File: src/rtl/result_streamer_bram_pkg.sv
// result_streamer_bram shared constants.
// Sizes shared by the streamer, its FIFO and the bench.
package result_streamer_bram_pkg;

  localparam int CNT_BIT    = 31;
  localparam int ADDR_WIDTH = 12;
  localparam int DATA_WIDTH = 32;
  localparam int MEM_DEPTH  = 4096;
  localparam int NUM_CORE   = 2;
  localparam int LANE_WIDTH = DATA_WIDTH / NUM_CORE;
  localparam int SUM_WIDTH  = 32;
  localparam int FIFO_DEPTH = 4;

  // Width of an occupancy counter able to hold 0..depth.
  function automatic int occ_w(input int depth);
    return $clog2(depth) + 1;
  endfunction

endpackage

File: src/rtl/result_streamer_bram_if.sv
// result_streamer_bram output stream bundle.
// valid/ready word stream with an end-of-run marker.
interface result_streamer_bram_if
  import result_streamer_bram_pkg::*;
#(
  parameter int DWIDTH = DATA_WIDTH
);

  logic              m_valid;
  logic              m_ready;
  logic [DWIDTH-1:0] m_data;
  logic              m_last;

  modport master (
    output m_valid,
    output m_data,
    output m_last,
    input  m_ready
  );

  modport slave (
    input  m_valid,
    input  m_data,
    input  m_last,
    output m_ready
  );

endinterface

File: src/rtl/result_streamer_bram_fifo.sv
// sync_fifo_fwft: small first-word fall-through FIFO.
// Head word is visible on dout_o whenever empty_o is low.
module sync_fifo_fwft
  import result_streamer_bram_pkg::*;
#(
  parameter int DEPTH = FIFO_DEPTH,
  parameter int W     = DATA_WIDTH,
  localparam int AW   = $clog2(DEPTH),
  localparam int CW   = AW + 1
) (
  input  logic          clk,
  input  logic          rst_n,
  input  logic          push_i,
  input  logic [W-1:0]  din_i,
  input  logic          pop_i,
  output logic [W-1:0]  dout_o,
  output logic          full_o,
  output logic          empty_o,
  output logic [CW-1:0] count_o
);

  logic [W-1:0]  mem_q [DEPTH];
  logic [AW-1:0] wr_q;
  logic [AW-1:0] rd_q;
  logic [CW-1:0] cnt_q;
  logic          do_push;
  logic          do_pop;

  assign full_o  = (cnt_q == CW'(DEPTH));
  assign empty_o = (cnt_q == '0);
  assign count_o = cnt_q;
  assign dout_o  = mem_q[rd_q];
  assign do_push = push_i & ~full_o;
  assign do_pop  = pop_i & ~empty_o;

  // Storage array; contents are don't-care until written.
  always_ff @(posedge clk) begin
    if (do_push) begin
      mem_q[wr_q] <= din_i;
    end
  end

  // Pointers wrap naturally since DEPTH is a power of two.
  always_ff @(posedge clk or negedge rst_n) begin
    if (!rst_n) begin
      wr_q  <= '0;
      rd_q  <= '0;
      cnt_q <= '0;
    end else begin
      if (do_push) wr_q <= wr_q + AW'(1);
      if (do_pop)  rd_q <= rd_q + AW'(1);
      unique case ({do_push, do_pop})
        2'b10:   cnt_q <= cnt_q + CW'(1);
        2'b01:   cnt_q <= cnt_q - CW'(1);
        default: cnt_q <= cnt_q;
      endcase
    end
  end

endmodule

File: src/rtl/result_streamer_bram.sv
// result_streamer_bram: drains the result BRAM onto a stream.
// Credit-limited reads feed a FWFT FIFO; lane sums track output.
module result_streamer_bram
  import result_streamer_bram_pkg::*;
#(
  parameter int CNT_BIT    = result_streamer_bram_pkg::CNT_BIT,
  parameter int DWIDTH     = DATA_WIDTH,
  parameter int AWIDTH     = ADDR_WIDTH,
  parameter int MEM_SIZE   = MEM_DEPTH,
  parameter int LANE_W     = LANE_WIDTH,
  parameter int SUM_W      = SUM_WIDTH,
  parameter int FIFO_DEPTH = result_streamer_bram_pkg::FIFO_DEPTH
) (
  input  logic               clk,
  input  logic               reset_n,
  input  logic               i_run,
  input  logic [CNT_BIT-1:0] i_num_cnt,
  output logic               o_idle,
  output logic               o_read,
  output logic               o_done,
  output logic [AWIDTH-1:0]  addr_b1,
  output logic               ce_b1,
  output logic               we_b1,
  input  logic [DWIDTH-1:0]  q_b1,
  output logic [DWIDTH-1:0]  d_b1,
  result_streamer_bram_if.master m,
  output logic [SUM_W-1:0]   o_sum_0,
  output logic [SUM_W-1:0]   o_sum_1
);

  localparam int CW = occ_w(FIFO_DEPTH);

  if (DWIDTH != 2 * LANE_W || MEM_SIZE > (1 << AWIDTH)
      || FIFO_DEPTH < 2) begin : g_bad_cfg
    $error("result_streamer_bram: bad parameters");
  end

  typedef enum logic [1:0] {
    S_IDLE = 2'd0,
    S_RUN  = 2'd1,
    S_DONE = 2'd2
  } state_t;

  state_t             state_q;
  logic               idle_q;
  logic               read_q;
  logic               done_q;
  logic [CNT_BIT-1:0] num_q;
  logic [CNT_BIT-1:0] rd_cnt_q;
  logic [CNT_BIT-1:0] out_cnt_q;
  logic [CNT_BIT-1:0] out_cnt_d;
  logic               inflight_q;
  logic [SUM_W-1:0]   sum0_q;
  logic [SUM_W-1:0]   sum1_q;

  logic               start;
  logic               hs;
  logic               credit;
  logic               rd_en;
  logic [DWIDTH-1:0]  head;
  logic               f_full;
  logic               f_empty;
  logic [CW-1:0]      f_count;

  assign start  = idle_q & i_run;
  assign hs     = ~f_empty & m.m_ready;
  assign credit = ~f_full
                & ((f_count + CW'(inflight_q)) < CW'(FIFO_DEPTH));
  assign rd_en  = read_q & (rd_cnt_q < num_q) & credit;
  assign out_cnt_d = out_cnt_q + CNT_BIT'(hs);

  assign o_idle  = idle_q;
  assign o_read  = read_q;
  assign o_done  = done_q;
  assign ce_b1   = rd_en;
  assign addr_b1 = rd_cnt_q[AWIDTH-1:0];
  assign we_b1   = 1'b0;
  assign d_b1    = '0;
  assign o_sum_0 = sum0_q;
  assign o_sum_1 = sum1_q;

  assign m.m_valid = ~f_empty;
  assign m.m_data  = f_empty ? '0 : head;
  assign m.m_last  = ~f_empty
                   & (out_cnt_q == num_q - CNT_BIT'(1));

  sync_fifo_fwft #(
    .DEPTH (FIFO_DEPTH),
    .W     (DWIDTH)
  ) u_fifo (
    .clk     (clk),
    .rst_n   (reset_n),
    .push_i  (inflight_q),
    .din_i   (q_b1),
    .pop_i   (hs),
    .dout_o  (head),
    .full_o  (f_full),
    .empty_o (f_empty),
    .count_o (f_count)
  );

  // Run-control FSM with registered status outputs.
  always_ff @(posedge clk or negedge reset_n) begin
    if (!reset_n) begin
      state_q <= S_IDLE;
      idle_q  <= 1'b1;
      read_q  <= 1'b0;
      done_q  <= 1'b0;
    end else begin
      unique case (state_q)
        S_IDLE: begin
          if (i_run) begin
            state_q <= S_RUN;
            idle_q  <= 1'b0;
            read_q  <= 1'b1;
          end
        end
        S_RUN: begin
          if (out_cnt_d == num_q) begin
            state_q <= S_DONE;
            read_q  <= 1'b0;
            done_q  <= 1'b1;
          end
        end
        S_DONE: begin
          state_q <= S_IDLE;
          done_q  <= 1'b0;
          idle_q  <= 1'b1;
        end
        default: begin
          state_q <= S_IDLE;
          idle_q  <= 1'b1;
          read_q  <= 1'b0;
          done_q  <= 1'b0;
        end
      endcase
    end
  end

  // Read/output counters, in-flight flag and lane sums.
  always_ff @(posedge clk or negedge reset_n) begin
    if (!reset_n) begin
      num_q      <= '0;
      rd_cnt_q   <= '0;
      out_cnt_q  <= '0;
      inflight_q <= 1'b0;
      sum0_q     <= '0;
      sum1_q     <= '0;
    end else begin
      inflight_q <= rd_en;
      if (start) begin
        num_q     <= i_num_cnt;
        rd_cnt_q  <= '0;
        out_cnt_q <= '0;
        sum0_q    <= '0;
        sum1_q    <= '0;
      end else begin
        if (rd_en) rd_cnt_q <= rd_cnt_q + CNT_BIT'(1);
        out_cnt_q <= out_cnt_d;
        if (hs) begin
          sum0_q <= sum0_q + SUM_W'(head[DWIDTH-1:LANE_W]);
          sum1_q <= sum1_q + SUM_W'(head[LANE_W-1:0]);
        end
      end
    end
  end

endmodule
File: src/flat_wrapper.sv
// flat-port wrapper written by rule: the top's interface ports become plain ports
module result_streamer_bram_flat import result_streamer_bram_pkg::*;
#(
  parameter int CNT_BIT    = result_streamer_bram_pkg::CNT_BIT,
  parameter int DWIDTH     = DATA_WIDTH,
  parameter int AWIDTH     = ADDR_WIDTH,
  parameter int MEM_SIZE   = MEM_DEPTH,
  parameter int LANE_W     = LANE_WIDTH,
  parameter int SUM_W      = SUM_WIDTH,
  parameter int FIFO_DEPTH = result_streamer_bram_pkg::FIFO_DEPTH
)
  (clk, reset_n, i_run, i_num_cnt, o_idle, o_read, o_done, addr_b1, ce_b1, we_b1, q_b1, d_b1, o_sum_0, o_sum_1, m_m_valid, m_m_data, m_m_last, m_m_ready);
  result_streamer_bram_if #(.DWIDTH(DWIDTH)) m_i ();
  input  logic clk;
  input  logic reset_n;
  input  logic i_run;
  input  logic [CNT_BIT-1:0] i_num_cnt;
  output logic o_idle;
  output logic o_read;
  output logic o_done;
  output logic [AWIDTH-1:0] addr_b1;
  output logic ce_b1;
  output logic we_b1;
  input  logic [DWIDTH-1:0] q_b1;
  output logic [DWIDTH-1:0] d_b1;
  output logic [SUM_W-1:0] o_sum_0;
  output logic [SUM_W-1:0] o_sum_1;
  output wire logic [$bits(m_i.m_valid)-1:0] m_m_valid;
  output wire logic [$bits(m_i.m_data)-1:0] m_m_data;
  output wire logic [$bits(m_i.m_last)-1:0] m_m_last;
  input wire logic [$bits(m_i.m_ready)-1:0] m_m_ready;
  assign m_m_valid = m_i.m_valid;
  assign m_m_data = m_i.m_data;
  assign m_m_last = m_i.m_last;
  assign m_i.m_ready = m_m_ready;
  result_streamer_bram #(.CNT_BIT(CNT_BIT), .DWIDTH(DWIDTH), .AWIDTH(AWIDTH), .MEM_SIZE(MEM_SIZE), .LANE_W(LANE_W), .SUM_W(SUM_W), .FIFO_DEPTH(FIFO_DEPTH)) u_core (.clk(clk), .reset_n(reset_n), .i_run(i_run), .i_num_cnt(i_num_cnt), .o_idle(o_idle), .o_read(o_read), .o_done(o_done), .addr_b1(addr_b1), .ce_b1(ce_b1), .we_b1(we_b1), .q_b1(q_b1), .d_b1(d_b1), .m(m_i), .o_sum_0(o_sum_0), .o_sum_1(o_sum_1));
endmodule
File: config.mk
export PLATFORM = sky130hd
export DESIGN_NAME = result_streamer_bram_flat
export DESIGN_NICKNAME = d
export VERILOG_FILES = /design/src/rtl/result_streamer_bram_pkg.sv /design/src/rtl/result_streamer_bram_if.sv /design/src/rtl/result_streamer_bram_fifo.sv /design/src/rtl/result_streamer_bram.sv /design/src/flat_wrapper.sv
export SDC_FILE = /design/constraint.sdc
export NUM_CORES = 1
export LEC_CHECK = 0
export ABC_AREA = 1
export CAP_MARGIN = 20
export CORE_MARGIN = 10
export CORE_UTILIZATION = 61
export DETAILED_ROUTE_END_ITERATION = 10
export PLACE_DENSITY = 0.89
export SKIP_CTS_REPAIR_TIMING = 1
export SLEW_MARGIN = 20
export SYNTH_ARGS = -nofsm -noshare
export SYNTH_HDL_FRONTEND = slang
export SYNTH_SLANG_ARGS = --single-unit
export TNS_END_PERCENT = 30
File: constraint.sdc
create_clock -name clk -period 8.9 [get_ports clk]
set_input_delay 1.78 -clock clk [delete_from_list [all_inputs] [get_ports clk]]
set_output_delay 1.78 -clock clk [all_outputs]
set_load 0.005 [all_outputs]
==> results.yml <==
yosys:
  postSynthCellCount: 2192
  yosys.area.top_type: "dfrtp_1"
  synth.avg_cell_area_sq_um: 8.12
  yosys.cell_types.count: 58
  synth.top_cell.area_share_pct: 23.8
  synth-edff-count: 128
  yosys_warnings: 0
  synth.most_common_cell: "nand2_1"
  syn_area_sq_mm: 0.0178
  synthTopCellsByCount: "nand2_1, nor2_1, o21ai_0"
  ys.flop_type: "dfrtp_1"
  synth-seq-cells: 298
  ys_seq_area_share_pct: 45.5
  synth-async-reset-ratio_pct: 57.0
  yosys-top-cells-area: "dfrtp_1, edfxtp_1, nand2_1"
placed_design:
  dp_hpwl_microns: 39400
  routabilityCongestion: 0.932
  numPortBuffers: 180
  dp_cells: 2696
timing:
  worstMarginPinSlew_ns: 0.871
  setup_viol_count_final: 0
  fmax_mhz: 193
  maxSlewHeadroom_pct: 42.0
  skew_ns: 0.0182
  timing.final.crit_share_pct: 58.1
  post-route-min-period_ns: 5.17
  slew_violations: 0
  final_hold_viol_count: 0
  grt_setup_unrepaired: "no"
  tns_ns: 0
detailed_routing:
  vias_per_cell: 5.86
  drtPass1Iterations: 5
  antenna_left: 0
  first_iter_violations: 2035
  vias: 16200
  remaining_drc_errors: 0
  drt_wl_total_microns: 54400
  wl_per_cell_microns: 19.7
global_route:
  first_global_vias: 15600
  overflow: 0
  antenna_found_initial: 0
  grt.total_usage_pct: 29.3
  grt_pass1_wl_microns: 85200
  grt_start_max_net_pins: 90
floorplan:
  die_w_microns: 191
  die_h_microns: 191
  die-area_sq_mm: 0.0364
  core-area_sq_mm: 0.0288
  start_util_pct: 61.9
  io_pins: 214
  placementRows: 62
power:
  peakVddDrop_mv: 0.242
  p_leak_nw: 8.89
  p_per_area_mw_per_mm2: 339
clock_network:
  cts.clk_slew.worst_paths_ns: 0.06
  clockBufferDepth: 3
  cts.sinks: 298
  h-tree-depth: 2
  cts-root-buf: "clkbuf_16"
  numCtsBuffers: 34
  cts_tree: "yes"
  insertion_delay_ns: 0.53
setup_path:
  worstSetupEndpointType: "register"
  required_ns: 9.35
  crit_arrival_ns: 5.63
  critical_path_class: "in2reg"
  crit_fanout: 71
  setup.worst_path.start_class: "input pin"
layout:
  drive_gt1_share_pct: 5.82
  syn_to_final_growth_pct: 16.9
  ff_latch_area_sq_mm: 0.00810
  final_net_count: 2490
  multi_input_area_sq_mm: 0.00853
  final_cells: 2756
  n_antenna_cell: 0
  nFillCells: 2130
hold_path:
  hold_path_class: "reg2reg"
run:
  maxCapViolCount: 0
outcome:
  status: "complete, no violations"
==> placed cells by master (no fill, tap or decap), types with 4 or more instances in the layout <==
master,synthesis,layout
a21oi_1,141,141
a22o_1,5,5
a31oi_1,4,4
a32o_1,5,5
buf_4,47,12
clkbuf_1,37,11
clkbuf_16,0,34
clkdlybuf4s50_1,0,179
clkinv_2,1,6
conb_1,1,33
dfrtp_1,169,169
edfxtp_1,128,128
ha_1,72,72
inv_1,183,182
inv_2,6,6
nand2_1,433,432
nand2_2,10,11
nand3_1,110,110
nand3_2,4,4
nand3b_1,7,7
nand4_1,31,31
nor2_1,348,344
nor2_2,16,20
nor2_4,9,9
nor3_1,44,44
nor4_1,9,9
o21a_1,4,4
o21ai_0,190,190
o21ai_1,6,6
o31ai_1,18,18
or2_2,7,7
xnor2_1,35,35
xor2_1,55,55
==> path summary, 6_finish.rpt <==
check,startpoint,end,slack [ns],cells after the start
worst max-delay path,i_run,u_core.o_sum_1[10],3.73,11
worst min-delay path,u_core.state_q[0],u_core.o_read,0.49,1
worst max register to register,u_core.u_fifo.rd_q[0],u_core.o_sum_0[26],4.35,20
worst min register to register,u_core.state_q[0],u_core.o_read,0.49,1
max in group asynchronous,reset_n,u_core.rd_cnt_q[23],6.22,2
min in group asynchronous,reset_n,u_core.o_sum_1[30],1.35,1
==> power by group <==
part,switching [mW],internal [mW],total (mW)
Clock,0.570,0.808,1.38
Sequential,0.320,1.74,2.06
Combinational,2.25,1.37,3.62
Total,3.14,3.92,7.06
==> metrics by stage <==
step                setup slack (ns)  hold WS, ns  utilization [%]  instance area [sq um]  total power, mW
floorplan                       5.03        0.454                -                  17900             4.21
detailed placement              3.29        0.486             68.6                  19700             5.57
CTS                             3.82        0.490             72.3                  20800             7.00
global placement                3.40        0.460             68.6                  19700             5.48
finish                          3.73        0.486             72.3                  20800             7.06
global route                    3.44        0.517             72.3                  20800             7.52
==> area by class of cell <==
type	count	area share (%)
Tap cell	384	2.31
Timing Repair Buffer	193	9.15
Multi-Input combinational cell	1629	41.0
Clock buffer	46	4.35
Clock inverter	14	0.824
Sequential cell	298	38.9
Inverter	192	3.49
==> layer usage <==
metal / vias up / track usage (%) / routed length [microns]
li1: 7541 / - / -
met1: 7608 / 39.3 / 22300
met3: 115 / 6.05 / 5560
met2: 891 / 46.5 / 25100
met4: 0 / 9.39 / 1510
met5: - / 0 / 0
==> kinds of logic after synthesis <==
kind of cell	count (synthesis)	synth area share (%)
XOR/XNOR	91	4.56
adder cells (fa/ha/maj)	75	5.40
other	1	0.0211
buffers and inverters	297	7.36
AND/OR/NAND/NOR	1042	25.4
AO/OA/AOI/OAI	388	11.8
flip-flops	298	45.5
==> state kept, by name, summed over array words and instances (netlist names) <==
register / flops
u_core.u_fifo.mem_q: 128
u_core.o_sum_0: 32
u_core.o_sum_1: 32
u_core.num_q: 31
u_core.out_cnt_q: 31
u_core.rd_cnt_q: 31
u_core.u_fifo.count_o: 3
u_core.state_q: 2
u_core.u_fifo.rd_q: 2
u_core.u_fifo.wr_q: 2
u_core.inflight_q: 1
u_core.o_done: 1
u_core.o_idle: 1
u_core.o_read: 1
==> worst max-delay path: stages <==
cell	delay [ns]
clkdlybuf4s50_1	0.44
nand2_2	0.08
buf_4	0.59
clkinv_2	0.80
buf_4	0.60
nor2_1	0.46
buf_4	0.34
inv_2	0.13
a21oi_1	0.14
o21ai_0	0.10
nand2_1	0.07
(Power assumes the default switching activity.)
